===== src/rtl/ppi_bus_sequencer.sv =====
// ppi_bus_sequencer
//   Shares one 8255-style PPI between two requesters. Grants are round-robin; each granted
//   access runs as a timed bus cycle SETUP -> STROBE -> HOLD -> DONE, then the sequencer returns
//   to IDLE, so the bus is released for at least one cycle between accesses.
//
//   Optional feature (macro PPI_SEQ_INIT_EN): after reset release an INIT write cycle stores
//   INIT_CW at PPI address 2'b11 before any requester is served; it issues no ACK.
//
// Ports
//   clk_i, rst_ni              clock (rising edge), asynchronous active-low reset
//   req*_i, rw*_i              request (held until ack), 1 = read / 0 = write
//   addr*_i, wdata*_i          PPI register address and write data, stable while req is high
//   ack*_o                     one-cycle completion pulse
//   rdata_o                    last read data, updated on the edge ending the last strobe cycle
//   busy_o                     high in every state except IDLE
//   ppi_cs_n_o/rd_n_o/wr_n_o   PPI chip select and strobes, active low
//   ppi_a_o, ppi_dout_o        PPI address and write data
//   ppi_doe_o                  data bus output enable, write cycles only
//   ppi_din_i                  PPI read data
module ppi_bus_sequencer #(
    parameter int unsigned SETUP_CYC  = 1,
    parameter int unsigned STROBE_CYC = 3,
    parameter int unsigned HOLD_CYC   = 1
`ifdef PPI_SEQ_INIT_EN
    , parameter logic [7:0] INIT_CW   = 8'h80
`endif
) (
    input  logic       clk_i,
    input  logic       rst_ni,
    input  logic       req0_i,
    input  logic       req1_i,
    input  logic       rw0_i,
    input  logic       rw1_i,
    input  logic [1:0] addr0_i,
    input  logic [1:0] addr1_i,
    input  logic [7:0] wdata0_i,
    input  logic [7:0] wdata1_i,
    output logic       ack0_o,
    output logic       ack1_o,
    output logic [7:0] rdata_o,
    output logic       busy_o,
    output logic       ppi_cs_n_o,
    output logic       ppi_rd_n_o,
    output logic       ppi_wr_n_o,
    output logic [1:0] ppi_a_o,
    output logic [7:0] ppi_dout_o,
    output logic       ppi_doe_o,
    input  logic [7:0] ppi_din_i
);

    typedef enum logic [2:0] {
        StIdle,
        StSetup,
        StStrobe,
        StHold,
        StDone
`ifdef PPI_SEQ_INIT_EN
        , StInit
`endif
    } state_e;

    // Phase counters are loaded with N-1 on entry and the phase ends when they reach zero.
    localparam logic [3:0] SetupLd  = 4'(SETUP_CYC - 1);
    localparam logic [3:0] StrobeLd = 4'(STROBE_CYC - 1);
    localparam logic [3:0] HoldLd   = 4'(HOLD_CYC - 1);

    state_e     state_q;
    logic [3:0] cnt_q;
    logic       rr_last_q;
    logic       who_q;
    logic       is_rd_q;
`ifdef PPI_SEQ_INIT_EN
    logic       init_q;
`endif

    logic       grant_any;
    logic       grant_sel;
    logic       sel_rw;
    logic [1:0] sel_addr;
    logic [7:0] sel_wdata;

    // On a tie the requester that was not served last wins.
    assign grant_any = req0_i | req1_i;
    assign grant_sel = (req0_i & req1_i) ? ~rr_last_q : req1_i;
    assign sel_rw    = grant_sel ? rw1_i    : rw0_i;
    assign sel_addr  = grant_sel ? addr1_i  : addr0_i;
    assign sel_wdata = grant_sel ? wdata1_i : wdata0_i;

    always_ff @(posedge clk_i or negedge rst_ni) begin
        if (!rst_ni) begin
            cnt_q      <= 4'd0;
            rr_last_q  <= 1'b1;
            who_q      <= 1'b0;
            is_rd_q    <= 1'b0;
            ack0_o     <= 1'b0;
            ack1_o     <= 1'b0;
            rdata_o    <= 8'h00;
            ppi_cs_n_o <= 1'b1;
            ppi_rd_n_o <= 1'b1;
            ppi_wr_n_o <= 1'b1;
            ppi_a_o    <= 2'b00;
            ppi_dout_o <= 8'h00;
            ppi_doe_o  <= 1'b0;
`ifdef PPI_SEQ_INIT_EN
            init_q     <= 1'b0;
            state_q    <= StInit;
            busy_o     <= 1'b1;
`else
            state_q    <= StIdle;
            busy_o     <= 1'b0;
`endif
        end else begin
            ack0_o <= 1'b0;
            ack1_o <= 1'b0;
            unique case (state_q)
`ifdef PPI_SEQ_INIT_EN
                StInit: begin
                    init_q     <= 1'b1;
                    is_rd_q    <= 1'b0;
                    ppi_cs_n_o <= 1'b0;
                    ppi_a_o    <= 2'b11;
                    ppi_dout_o <= INIT_CW;
                    ppi_doe_o  <= 1'b1;
                    cnt_q      <= SetupLd;
                    state_q    <= StSetup;
                end
`endif
                StIdle: begin
                    if (grant_any) begin
`ifdef PPI_SEQ_INIT_EN
                        init_q     <= 1'b0;
`endif
                        busy_o     <= 1'b1;
                        who_q      <= grant_sel;
                        rr_last_q  <= grant_sel;
                        is_rd_q    <= sel_rw;
                        ppi_cs_n_o <= 1'b0;
                        ppi_a_o    <= sel_addr;
                        ppi_doe_o  <= ~sel_rw;
                        if (!sel_rw) begin
                            ppi_dout_o <= sel_wdata;
                        end
                        cnt_q      <= SetupLd;
                        state_q    <= StSetup;
                    end
                end
                StSetup: begin
                    if (cnt_q == 4'd0) begin
                        ppi_rd_n_o <= ~is_rd_q;
                        ppi_wr_n_o <= is_rd_q;
                        cnt_q      <= StrobeLd;
                        state_q    <= StStrobe;
                    end else begin
                        cnt_q <= cnt_q - 4'd1;
                    end
                end
                StStrobe: begin
                    if (cnt_q == 4'd0) begin
                        if (is_rd_q) begin
                            rdata_o <= ppi_din_i;
                        end
                        ppi_rd_n_o <= 1'b1;
                        ppi_wr_n_o <= 1'b1;
                        cnt_q      <= HoldLd;
                        state_q    <= StHold;
                    end else begin
                        cnt_q <= cnt_q - 4'd1;
                    end
                end
                StHold: begin
                    if (cnt_q == 4'd0) begin
                        ppi_cs_n_o <= 1'b1;
                        ppi_doe_o  <= 1'b0;
`ifdef PPI_SEQ_INIT_EN
                        ack0_o     <= ~init_q & ~who_q;
                        ack1_o     <= ~init_q & who_q;
`else
                        ack0_o     <= ~who_q;
                        ack1_o     <= who_q;
`endif
                        state_q    <= StDone;
                    end else begin
                        cnt_q <= cnt_q - 4'd1;
                    end
                end
                StDone: begin
                    busy_o  <= 1'b0;
                    state_q <= StIdle;
                end
                default: begin
                    state_q <= StIdle;
                end
            endcase
        end
    end

endmodule


===== config.mk =====
export PLATFORM = sky130hd
export DESIGN_NAME = ppi_bus_sequencer
export DESIGN_NICKNAME = d
export VERILOG_FILES = /design/src/rtl/ppi_bus_sequencer.sv
export SDC_FILE = /design/constraint.sdc
export NUM_CORES = 1
export LEC_CHECK = 0
export ABC_AREA = 1
export BUFFER_PORTS_ARGS = -buffer_cell sky130_fd_sc_hd__buf_4
export CORE_MARGIN = 8
export CORE_UTILIZATION = 38
export CTS_CLUSTER_DIAMETER = 200
export DETAILED_ROUTE_END_ITERATION = 12
export PLACE_DENSITY = 0.68
export SLEW_MARGIN = 40
export SYNTH_ARGS = -nofsm -noshare
export SYNTH_HDL_FRONTEND = slang
export SYNTH_SLANG_ARGS = --single-unit

===== constraint.sdc =====
create_clock -name clk_i -period 2.9 [get_ports clk_i]
set_input_delay 0.58 -clock clk_i [delete_from_list [all_inputs] [get_ports clk_i]]
set_output_delay 0.58 -clock clk_i [all_outputs]
set_load 0.01 [all_outputs]

==> metrics <==
leak pwr 1.22 nW; grt ovf 0; hpwl dp 3.07 mm; Place WS 1.03 ns; drt pass-1 iters 4; die width 82.5 µm; cts bufs inserted 5; vias in the first global route 1530; Die Area 0.00681 mm²; pwr dens 1020 mW/mm²; Sink Count 35; post-synthesis cell type count 23; Post-synth EDFFs 0; maximum vdd drop 333 µV; # diodes 0; Tmin final 1.75 ns; Core ar. 0.00432 mm²; PnR worst setup slack 1.15 ns; clk buf depth 2; worst hold path class in -> async; final instance area 0.00226 mm²; ys async rst share 1.00; post-place instance area 0.00217 mm²; Avg WL per Cell 12.3 µm; critical path arrival 1.94 ns; Worst Path Buf+Inv 2; Vias/cell 4.60; fin. max-slew vios 0; postcts setup bufs 0; #FFs+latches synth 35; Final Hold Viols 0; number of top-level pins 59; Synth Net Count 245; hold buffers post-CTS 0; row count 24; fin nets 307; post-synth top area cell dfrtp_1; Slew @ Worst Pin 0.442 ns; CP cell instances inv_1, ha_1, nand3_2, nand2_1, nand2_1, nand2_1, nand2_1, nand2_1, inv_1; via count 1494; RSZ-0062 raised after global routing no; fmax 573 MHz; Final setup viols 0; sequential share of the synthesized area 0.523; most common flop cell mapped by yosys dfrtp_1; Antenna Violating Nets Remaining 0; largest family of logic cells by synthesized area simple AND/OR/NAND/NOR gates; Clk pin slew, worst setup/hold paths 0.07 ns; Yosys warning count 0; count leader, synth nand2_1; H-Tree Depth 2; Initial Utilization 0.389; CTS tree done; outcome completed; post-CTS resize count 0; global-route wire length before repair 6.84 mm; Clock Skews 0.00778 ns; Remaining DRCs 0; layout cells sized above 1 0.308; critical path's slowest cell dfrtp_1; CP startpoint kind register; post-synthesis area per instance 8.01 µm²; initial antenna violation count 0; P&R area growth vs syn 34.1%; Setup crit end kind register; filler instances 437; share of the synthesized area in the top cell type 0.461; Fin Setup TNS 0 ns; initial drt markers 82; required time of the critical path 3.09 ns; most frequent cells after synthesis nand2_1 (102), dfrtp_1 (31), o21ai_1 (17); Synth area leaders dfrtp_1 (46%), nand2_1 (23%), dfstp_2 (6.2%); Crit path top cell by count nand2_1; max_cap viols 0; Setup Crit Path Kind reg -> reg; IO buf count 58; Synth Area in XOR/XNOR 0; CP delay by family, top simple AND/OR/NAND/NOR gates; synthesized instance count 210; fin crit share 0.602; global placer's final weighted congestion 0.773; Min Hold Slack 0.227 ns; Synth Area in Adders 0.00743; crit path max fanout 13; post-synthesis simple-gate area fraction 0.362; # placed instances 317; final WL 3.99 mm; crit-path max cell delay 0.39 ns; clk_lat worst skew 0.29 ns; register-to-register setup slack 1.15 ns; Die Span Y 82.5 µm; synthesized area 0.00168 mm²; Layout Cells excl Fill 325; gr usage total 0.130; root buf cell clkbuf_8; complex-gate fraction of the synthesized area 0.0729; pin count of the biggest net entering global routing 36; worst rel slew slack 0.705; mux share of post-synthesis cell area 0
placed cells by master (no fill, tap or decap):
cell type	count
clkbuf_1	1
clkbuf_8	5
clkinv_2	1
nor3b_1	1
o31ai_1	1
o21ai_0	2
nor2_1	13
buf_4	58
nor2_8	1
nand4_1	1
nor3_4	1
dfstp_2	4
inv_2	4
o21ai_1	17
ha_1	1
nand3_1	7
nand3b_4	1
nand2_1	102
a21oi_1	4
nor2_2	3
nand3_2	2
clkinvlp_4	1
inv_1	8
dfrtp_1	31
nand2_4	1
nor2_4	2
routing by layer:
metal	part of all wire	routed length, µm	track usage	vias to the layer above
met5	0	0	0	-
met4	0.015	60	0.0517	0
met3	0.12	478	0.0736	6
met2	0.41	1650	0.196	50
met1	0.45	1800	0.150	652
li1	-	-	-	786
registers in the layout, summed over array words and instances (netlist names):
register and cells:
ack0_o 1, ack1_o 1, busy_o 1, cnt_q 4, is_rd_q 1, ppi_a_o 2
ppi_cs_n_o 1, ppi_doe_o 1, ppi_dout_o 8, ppi_rd_n_o 1, ppi_wr_n_o 1, rdata_o 8
rr_last_q 1, state_q 3, who_q 1
cell families after synthesis:
group | Yosys count
simple gates | 135
compound gates | 24
flops | 35
buf+inv | 15
fa+ha+maj | 1
worst register-to-register path: cells and delay by family (launching register included):
kind | cells | cell delay (ns)
simple gates | 6 | 0.87
flops | 1 | 0.39
fa+ha+maj | 1 | 0.24
buf+inv | 2 | 0.14
report_power, final:
group	switching, mW	leakage, nW	internal (mW)	total, mW
clock	0.174	0.0412	0.168	0.342
combinational	0.633	0.753	0.459	1.09
sequential	0.140	0.422	0.723	0.863
total	0.947	1.22	1.35	2.30
through the flow:
stage,total power [mW],util
floorplan,1.55,-
global placement,1.97,0.502
detailed placement,1.98,0.502
CTS,2.34,0.522
global route,2.52,0.522
finish,2.30,0.522
layout make-up:
type	count	area [µm²]	share of cell area
clock buffers	6	72.6	0.0322
clock inverters	2	12.5	0.00555
inverters	12	45.0	0.0200
multi-input cells	160	744	0.330
well taps	52	65.1	0.0288
repair buffers	58	435	0.193
flip-flops and latches	35	881	0.390
worst paths after layout:
check                                          to  cells past startpoint                  from
setup reg to reg             cnt_q[2]$_DFFE_PN0P_                      9  cnt_q[0]$_DFFE_PN0P_
hold reg to reg                  ack0_o$_DFF_PN0_                      1     who_q$_DFFE_PN0P_
hold / removal               cnt_q[3]$_DFFE_PN0P_                      1                rst_ni
setup / recovery             cnt_q[2]$_DFFE_PN0P_                      9  cnt_q[0]$_DFFE_PN0P_
min in group clk_i               ack0_o$_DFF_PN0_                      1     who_q$_DFFE_PN0P_
max in group asynchronous  ppi_wr_n_o$_DFFE_PN1P_                      1                rst_ni
No activity file was read; power rests on OpenSTA's default activity.
